--- config.mk ---
export PLATFORM = sky130hd
export DESIGN_NAME = store_buffer
export DESIGN_NICKNAME = d
export VERILOG_FILES = /design/src/rtl/store_buffer.sv
export SDC_FILE = /design/constraint.sdc
export NUM_CORES = 1
export LEC_CHECK = 0
export BUFFER_PORTS_ARGS = -buffer_cell sky130_fd_sc_hd__buf_4
export CAP_MARGIN = 20
export CELL_PAD_IN_SITES_DETAIL_PLACEMENT = 1
export CELL_PAD_IN_SITES_GLOBAL_PLACEMENT = 1
export CORE_MARGIN = 2
export CORE_UTILIZATION = 49
export DETAILED_ROUTE_END_ITERATION = 8
export GPL_TIMING_DRIVEN = 0
export PLACE_DENSITY_LB_ADDON = 0.05
export REMOVE_ABC_BUFFERS = 1
export SLEW_MARGIN = 0
export SYNTH_ARGS = -nofsm -noshare
export SYNTH_HDL_FRONTEND = slang
export SYNTH_SLANG_ARGS = --single-unit
export TNS_END_PERCENT = 5
--- constraint.sdc ---
create_clock -name clk -period 3.15 [get_ports clk]
set_clock_uncertainty 0.2 [all_clocks]
set_input_delay 0.63 -clock clk [delete_from_list [all_inputs] [get_ports clk]]
set_output_delay 0.63 -clock clk [all_outputs]
set_load 0.02 [all_outputs]
--- src/rtl/store_buffer.sv ---
// Store buffer in front of the data cache.
// Accepts SB/SH/SW requests, rejects illegal or misaligned ones with a
// one-cycle store_err pulse, formats legal stores onto byte lanes with
// per-byte enables, and queues them in a small FIFO that drains word-aligned
// writes to the memory port. Pending entries that share a word with a probing
// load raise ld_conflict so the pipeline can stall that load.
//
// Handshakes: both ports use valid/ready. A beat transfers on a rising clk
// edge where valid && ready. st_ready depends only on FIFO occupancy (never on
// st_valid), and mem_valid/mem_* are held stable until mem_ready is seen.
module store_buffer #(
  parameter int ADDR_WIDTH = 32,
  parameter int DATA_WIDTH = 32,
  parameter int DEPTH      = 4
) (
  input  logic                  clk,
  input  logic                  rst_n,
  input  logic                  st_valid,
  output logic                  st_ready,
  input  logic [2:0]            st_addr_mode,
  input  logic [ADDR_WIDTH-1:0] st_addr,
  input  logic [DATA_WIDTH-1:0] st_data,
  output logic                  mem_valid,
  input  logic                  mem_ready,
  output logic [ADDR_WIDTH-1:0] mem_addr,
  output logic [DATA_WIDTH-1:0] mem_data,
  output logic [3:0]            mem_be,
  input  logic                  ld_check_en,
  input  logic [ADDR_WIDTH-1:0] ld_addr,
  output logic                  ld_conflict,
  output logic                  store_err,
  output logic                  full,
  output logic                  empty
);

  localparam int              PTR_W    = $clog2(DEPTH);
  localparam logic [PTR_W:0]  FULL_CNT = (PTR_W+1)'(DEPTH);
  localparam logic [2:0]      MODE_B   = 3'b000;
  localparam logic [2:0]      MODE_H   = 3'b001;
  localparam logic [2:0]      MODE_W   = 3'b010;

  // Pointer and occupancy state
  logic [PTR_W-1:0]      r_head;
  logic [PTR_W-1:0]      r_tail;
  logic [PTR_W:0]        r_count;
  logic [DEPTH-1:0]      r_vld;
  logic                  r_store_err;

  // Entry payload storage
  logic [ADDR_WIDTH-1:0] r_addr_mem [DEPTH];
  logic [DATA_WIDTH-1:0] r_data_mem [DEPTH];
  logic [3:0]            r_be_mem   [DEPTH];

  logic                  w_full;
  logic                  w_empty;
  logic                  w_accept;
  logic                  w_legal_mode;
  logic                  w_aligned;
  logic                  w_legal;
  logic                  w_enq;
  logic                  w_deq;
  logic [DATA_WIDTH-1:0] w_lane_data;
  logic [3:0]            w_lane_be;
  logic [ADDR_WIDTH-1:0] w_word_addr;
  logic                  w_hit;
  logic                  w_unused_ld_lsb;

  assign w_full    = (r_count == FULL_CNT);
  assign w_empty   = (r_count == '0);
  assign w_accept  = st_valid && !w_full;
  assign w_legal   = w_legal_mode && w_aligned;
  assign w_enq     = w_accept && w_legal;
  assign w_deq     = !w_empty && mem_ready;
  assign w_word_addr = {st_addr[ADDR_WIDTH-1:2], 2'b00};

  // Load overlap is judged per word, so the byte offset of the load is ignored.
  assign w_unused_ld_lsb = ^ld_addr[1:0];

  // Decode the store size, check alignment and replicate data onto byte lanes
  always_comb begin
    w_legal_mode = 1'b0;
    w_aligned    = 1'b0;
    w_lane_data  = st_data;
    w_lane_be    = 4'b0000;
    case (st_addr_mode)
      MODE_B: begin
        w_legal_mode = 1'b1;
        w_aligned    = 1'b1;
        w_lane_data  = {4{st_data[7:0]}};
        w_lane_be    = 4'b0001 << st_addr[1:0];
      end
      MODE_H: begin
        w_legal_mode = 1'b1;
        w_aligned    = ~st_addr[0];
        w_lane_data  = {2{st_data[15:0]}};
        w_lane_be    = st_addr[1] ? 4'b1100 : 4'b0011;
      end
      MODE_W: begin
        w_legal_mode = 1'b1;
        w_aligned    = (st_addr[1:0] == 2'b00);
        w_lane_data  = st_data;
        w_lane_be    = 4'b1111;
      end
      default: begin
        w_legal_mode = 1'b0;
      end
    endcase
  end

  // Pointers, occupancy, entry valid bits and the error pulse
  always_ff @(posedge clk) begin
    if (!rst_n) begin
      r_head      <= '0;
      r_tail      <= '0;
      r_count     <= '0;
      r_vld       <= '0;
      r_store_err <= 1'b0;
    end else begin
      r_store_err <= w_accept && !w_legal;
      // enq and deq never target the same slot: enq needs !full, deq needs !empty
      if (w_deq) begin
        r_vld[r_head] <= 1'b0;
        r_head        <= r_head + PTR_W'(1);
      end
      if (w_enq) begin
        r_vld[r_tail] <= 1'b1;
        r_tail        <= r_tail + PTR_W'(1);
      end
      case ({w_enq, w_deq})
        2'b10:   r_count <= r_count + (PTR_W+1)'(1);
        2'b01:   r_count <= r_count - (PTR_W+1)'(1);
        default: r_count <= r_count;
      endcase
    end
  end

  // Payload write on enqueue; contents of free slots are don't-care
  always_ff @(posedge clk) begin
    if (w_enq) begin
      r_addr_mem[r_tail] <= w_word_addr;
      r_data_mem[r_tail] <= w_lane_data;
      r_be_mem[r_tail]   <= w_lane_be;
    end
  end

  // Word-granular overlap search across all pending entries
  always_comb begin
    w_hit = 1'b0;
    for (int i = 0; i < DEPTH; i++) begin
      if (r_vld[i] && (r_addr_mem[i][ADDR_WIDTH-1:2] == ld_addr[ADDR_WIDTH-1:2])) begin
        w_hit = 1'b1;
      end
    end
  end

  assign ld_conflict = ld_check_en && w_hit;
  assign st_ready    = !w_full;
  assign full        = w_full;
  assign empty       = w_empty;
  assign store_err   = r_store_err;
  assign mem_valid   = !w_empty;
  // Head entry drives the port directly; zeros are forced while empty.
  assign mem_addr    = w_empty ? '0 : r_addr_mem[r_head];
  assign mem_data    = w_empty ? '0 : r_data_mem[r_head];
  assign mem_be      = w_empty ? '0 : r_be_mem[r_head];

endmodule

## Word-level counts from Yosys, hierarchy flattened

Memories as Yosys holds them, arrays and structs flattened. A register that Yosys moved wholly into a read port is not among the register bits.
Cells that the tools add are included.

- Flip-flop bits (word level): 12
- RAM bits: 264
- Input bits: 104
- Output and inout bits: 74
- Memories kept: 3

Memories:

| name | depth | width | rd ports | clocked after memory_dff | wr ports | RTL line | RTL |
|---|---|---|---|---|---|---|---|
| r_data_mem | 4 | 32 | 1 | 1 | 1 | 51 | `logic [DATA_WIDTH-1:0] r_data_mem [DEPTH];` |
| r_addr_mem | 4 | 30 | 5 | 1 | 1 | 50 | `logic [ADDR_WIDTH-1:0] r_addr_mem [DEPTH];` |
| r_be_mem | 4 | 4 | 1 | 1 | 1 | 52 | `logic [3:0] r_be_mem [DEPTH];` |

- $add $sub $neg: 4
- Magnitude comparators: 4
- Eq/ne operators: 9
- Shift-type cells: 1
- Mux-type cells: 28
- Bitwise operators: 4
- Reductions and logical operators: 20

Operator list:

| operator | number |
|---|---|
| 30-bit equality test | 4 |
| 32-bit 2-to-1 mux | 2 |
| 32-bit case mux with 2 select lines | 1 |
| 4-bit 2-to-1 mux | 5 |
| 1-bit logical AND | 12 |
| 2-bit 2-to-1 mux | 6 |
| 4-bit case mux with 3 select lines | 1 |
| 1-bit 2-to-1 mux | 9 |
| 3-bit zero test | 2 |
| 2-bit by 3-bit < comparator with 1-bit output (second input constant) | 2 |
| 3-bit case mux with 2 select lines | 1 |
| 2-bit by 1-bit adder with 2-bit output (second input constant) | 2 |
| 4-bit AND | 1 |
| 1-bit demux with 2-bit select | 2 |
| 2-bit by 1-bit >= comparator with 1-bit output (second input constant) | 2 |
| 4-bit inverter | 1 |
| 4-bit OR | 1 |
| 1-bit by 2-bit << shifter with 4-bit output (first input constant) | 1 |
| 3-bit by 1-bit adder with 3-bit output (second input constant) | 1 |
| 3-bit by 1-bit equality test with 1-bit output (second input constant) | 1 |
| 3-bit by 2-bit equality test with 1-bit output (second input constant) | 1 |
| 3-bit equality test (second input constant) | 1 |
| 1-bit zero test | 3 |
| 1-bit case mux with 3 select lines | 1 |
| other kinds (7) | 7 |

## Logic depth before layout (Yosys ltp)

- Depth after elaboration: 10
- Gate-level depth with buffers: 11
- Mapped depth without buffers: 10

## Worst setup path after synthesis

Ideal clock, no wire load.

- Path kind: input-to-reg
- From: input st_addr_mode[1]
- To: register r_count[2]
- Library setup time: 0.076 ns
- Arrival time: 2.397 ns
- Data required time: 2.874 ns
- Slack: 0.478 ns
- Stages: 11
- Path buffers: 1
- Path through: buf_2 -> inv_1 -> a22oi_2 -> nor3_4 -> inv_1 -> ha_1 -> inv_1 -> fa_1 -> xor2_1 -> or3_1 -> a21boi_0

- Longest elaborated chain between the ends: 7
- Elaborated cells between the ends (all ways): 12
- Those cells by class: eq/ne (4); mux (3); reduce/logical (5)

RTL lines:

| element | RTL line | RTL |
|---|---|---|
| start: declaration | 20 | `input logic [2:0] st_addr_mode,` |
| 3-bit by 2-bit equality test with 1-bit output, or another cell as far along | 85 | `case (st_addr_mode)` |
| 3-bit OR reduction (no source line) | - |  |
| 1-bit 2-to-1 mux | 85 |  |
| 1-bit logical AND * | 71 | `assign w_legal = w_legal_mode && w_aligned;` |
| 1-bit logical AND * | 72 | `assign w_enq = w_accept && w_legal;` |
| 2-bit by 1-bit equality test with 1-bit output or 2-bit equality test (tied branches) | 129 | `case ({w_enq, w_deq})` |
| 3-bit case mux with 2 select lines or 2-bit nonzero test (tied branches) | - |  |
| end signal: assignment | 130 | `2'b10: r_count <= r_count + (PTR_W+1)'(1);` |
| end signal: assignment | 131 | `2'b01: r_count <= r_count - (PTR_W+1)'(1);` |
| end signal: assignment | 132 | `default: r_count <= r_count;` |
| end: declaration | 45 | `logic [PTR_W:0] r_count;` |

Mark *: on every way between the ends. The rest lies on a longest branch, timed or not.
A chain may end at the register's enable or synchronous reset.

==> results.cfg <==
[worst_setup_path]
worst_setup_path_end_kind = primary output
reg2reg_depth = 8
critical_path.startpoint_type = flip-flop
cp_slowest_stage_delay_ns = 0.42
setup.worst_path.class = reg -> out
cp_max_fo = 2
reg2reg_slack_ns = 0.17
data_arrival_critical_path_ns = 2.39
cp_slowest_cell = sky130_fd_sc_hd__edfxtp_1
r2r_end = r_count[2]$_SDFFE_PN0P_
critical_path_most_common_cell = sky130_fd_sc_hd__nand4_1
reg2reg_from = r_count[0]$_SDFFE_PN0P_
worstPathCellList = xnor2_1 > nand4_1 > nor4_1 > nand4_1 > a41oi_2 > buf_4
critPathRequiredTime_ns = 2.32

[routing]
viasPerCell = 5.58
drc = 0
detail_route.first_pass.iterations = 4
detailroute.via_count = 6994
ant_nets = 0
drt-total-wl_mm = 31.6
drt-wirelength-per-cell_um = 25.2
drt-initial-drc-count = 481

[global_routing]
first_global_vias = 7811
grt_first_pass_wirelength_mm = 47.5
largest_net_degree_at_the_start_of_global_routing = 70
overflow = 0
grt_usage_pct = 23.9
antenna_found_initial = 0

[clock_network]
postCtsHoldBufs = 0
cts_htree_levels = 1
clock_path_buffers = 3
clk_pin_slew_worst_paths_ns = 0.07
worst_skew_pair.late_latency_ns = 0.55
ctsRootBufferMaster = sky130_fd_sc_hd__clkbuf_16
clock_sink_count = 278
cts_tree = built
cts_inserted_buffers = 29

[synth]
post_synth_most_frequent_cells = sky130_fd_sc_hd__edfxtp_1 (264), sky130_fd_sc_hd__xnor2_1 (78), sky130_fd_sc_hd__and2_1 (71), sky130_fd_sc_hd__mux4_2 (66), sky130_fd_sc_hd__xor2_1 (45)
post_synth_inst_count = 733
yosysMostFrequentCell = sky130_fd_sc_hd__edfxtp_1
yosys-mux-area-fraction_pct = 14.0
synth_top_family_by_area = multiplexers
yosysUniqueCellTypes = 41
synth.avg_cell_area_um2 = 17.2
synth-warning-count = 0
synth-async-reset-ratio_pct = 0
synthAdderAreaFrac_pct = 1.05
synth_edf_count = 264
yosys.area_share.xor_xnor_pct = 8.69
synth_seq_area_share_pct = 65.2
synthesized_area_fraction_occupied_by_ao_oa_aoi_and_oai_cells_pct = 1.72
cell_area_after_synthesis_um2 = 12600
synth_largest_type_area_fraction_pct = 63.0
yosys_register_bits = 278
synth_area_leaders = sky130_fd_sc_hd__edfxtp_1 (63%), sky130_fd_sc_hd__mux4_2 (12%), sky130_fd_sc_hd__xnor2_1 (5.4%), sky130_fd_sc_hd__and2_1 (3.5%), sky130_fd_sc_hd__xor2_1 (3.1%)
synth_top_cell_by_area = sky130_fd_sc_hd__edfxtp_1
synthFlopType = sky130_fd_sc_hd__edfxtp_1
synth_simple_gate_area_share_pct = 6.89

[placement]
port-buffer-count = 173
preCtsSetupSlack_ns = 0.0617
dp.cells = 1199
placed_cell_area_um2 = 14200
gp_congestion = 0.800
dpl.hpwl_mm = 20.6

[worst_hold_path]
hold-path-endpoint = r_addr_mem[3][6]$_DFFE_PP_
worstHoldStart = st_addr[8]
worstHoldPathCells = 1
type_of_the_most_critical_hold_path = in -> reg

[floorplanning]
floorplan.die_area_um2 = 27000
die_w_um = 164
chipHeight_um = 164
starting_density_pct = 50.0
floorplan.rows = 58
design.core.area_um2 = 25200
io_pins = 178

[cells_and_area]
final_cell_count_no_fill = 1254
net_total_in_the_final_layout = 1018
final_layout_size_suffix_gt1_share_pct = 38.1
core_utilization_of_the_finished_layout_pct = 61.1
insertedDiodeCount = 0
area_growth_syn_to_layout_pct = 22.2
stdcell_area_um2 = 15400

[sta]
final_period_util_pct = 102
max_freq_mhz = 311
worst_slew_margin_rel_pct = 30.9
rsz0062_at_grt = true
layout_min_cycle_time_ns = 3.22
final_hold_viol_count = 0
final-setup-viol-count = 1
timing_worst_slew_pin_value_ns = 1.03
setup_slack_ns = -0.0702
final_max_slew_viol_count = 0

[power]
cellPowerDensity_nw_per_um2 = 685
leakage_nw = 5.31
peakVddDrop_mv = 0.605
design_power_total_mw = 10.5

[job]
max-cap-violations = 0

[run_status]
violations = negative setup slack
status = complete, but fails checks
## flip-flops by register name, summed over array words and instances, names as in the netlist, named ones only
register	flops
r_addr_mem	120
r_be_mem	16
r_count	3
r_data_mem	128
r_head	2
r_tail	2
r_vld	4
store_err	1
## stage by stage
step,TNS (ns),hold WS (ns)
after floorplan,-89.88,0.273
after global placement,-195.21,0.282
after detailed placement,0,0.345
after CTS,-0.0920,0.0633
after global routing,-0.191,0.0751
final,-0.0702,0.0859
## logic make-up (layout without fill, tap and decap cells)
group,Yosys count,count (layout)
other cells,1,2
buf+inv,60,250
mux,91,91
xor+xnor,124,124
compound gates,31,31
fa+ha+maj,10,10
flops,278,278
simple gates,138,138
## critical path: cells and delay by family, from the launching register on
| family | cells | cell delay [ns] |
|---|---|---|
| compound gates | 1 | 0.22 |
| xor+xnor | 1 | 0.38 |
| buf+inv | 1 | 0.18 |
| flops | 1 | 0.42 |
| simple gates | 3 | 0.65 |
## placed cells by master (no fill, tap or decap), types with 10 or more instances in the layout
| cell | netlist | layout |
|---|---|---|
| sky130_fd_sc_hd__mux4_2 | 66 | 66 |
| sky130_fd_sc_hd__a21oi_1 | 13 | 13 |
| sky130_fd_sc_hd__edfxtp_1 | 264 | 264 |
| sky130_fd_sc_hd__xnor2_1 | 78 | 61 |
| sky130_fd_sc_hd__inv_1 | 15 | 15 |
| sky130_fd_sc_hd__buf_4 | 2 | 175 |
| sky130_fd_sc_hd__mux2_2 | 16 | 16 |
| sky130_fd_sc_hd__and2_1 | 71 | 71 |
| sky130_fd_sc_hd__nand4_1 | 24 | 24 |
| sky130_fd_sc_hd__dfxtp_1 | 14 | 12 |
| sky130_fd_sc_hd__nor4_1 | 16 | 10 |
| sky130_fd_sc_hd__clkbuf_16 | 0 | 29 |
| sky130_fd_sc_hd__nor2_1 | 11 | 11 |
| sky130_fd_sc_hd__xnor2_2 | 1 | 18 |
| sky130_fd_sc_hd__xor2_1 | 45 | 45 |
## timing repair
item,4_1_cts,5_1_grt
gates resized for setup,8,17
pin swaps,2,2
setup buffers,4,0
setup endpoints to repair,67,2
## report_power, final
group	internal (mW)	switching, mW
combinational	1.40	1.64
clock	1.92	1.38
sequential	4.14	0.0566
total	7.45	3.08
## per-layer routing
metal  global-route usage, %  part of all wire (%)  up-vias
met3                    4.52                   5.5       40
met4                    6.54                   2.2        0
li1                        -                     -     3133
met1                    30.1                    40     3623
met2                    42.3                    53      198
met5                       0                     0        -
## how the worst max path moves through the flow
stage	startpoint	to	slack [ns]
3_5_place_dp	ld_addr[13]	ld_conflict	0.06
6_report	r_addr_mem[1][22]$_DFFE_PP_	ld_conflict	-0.07
2_1_floorplan	flip-flop	mem_addr[10]	-1.36
4_1_cts	r_addr_mem[0][3]$_DFFE_PP_	ld_conflict	-0.09
3_3_place_gp	flip-flop	mem_addr[8]	-3.01
5_1_grt	r_addr_mem[3][6]$_DFFE_PP_	ld_conflict	-0.14
## area by class of cell
cell class	instances	area [um2]
clock inverter	18	164
tap	330	413
clock buffer	33	741
sequential	278	8220
timing repair buffer	184	1530
multi-input combinational	396	4260
inverter	15	56.3
fill	2256	9800
(Power assumes the default switching activity.)
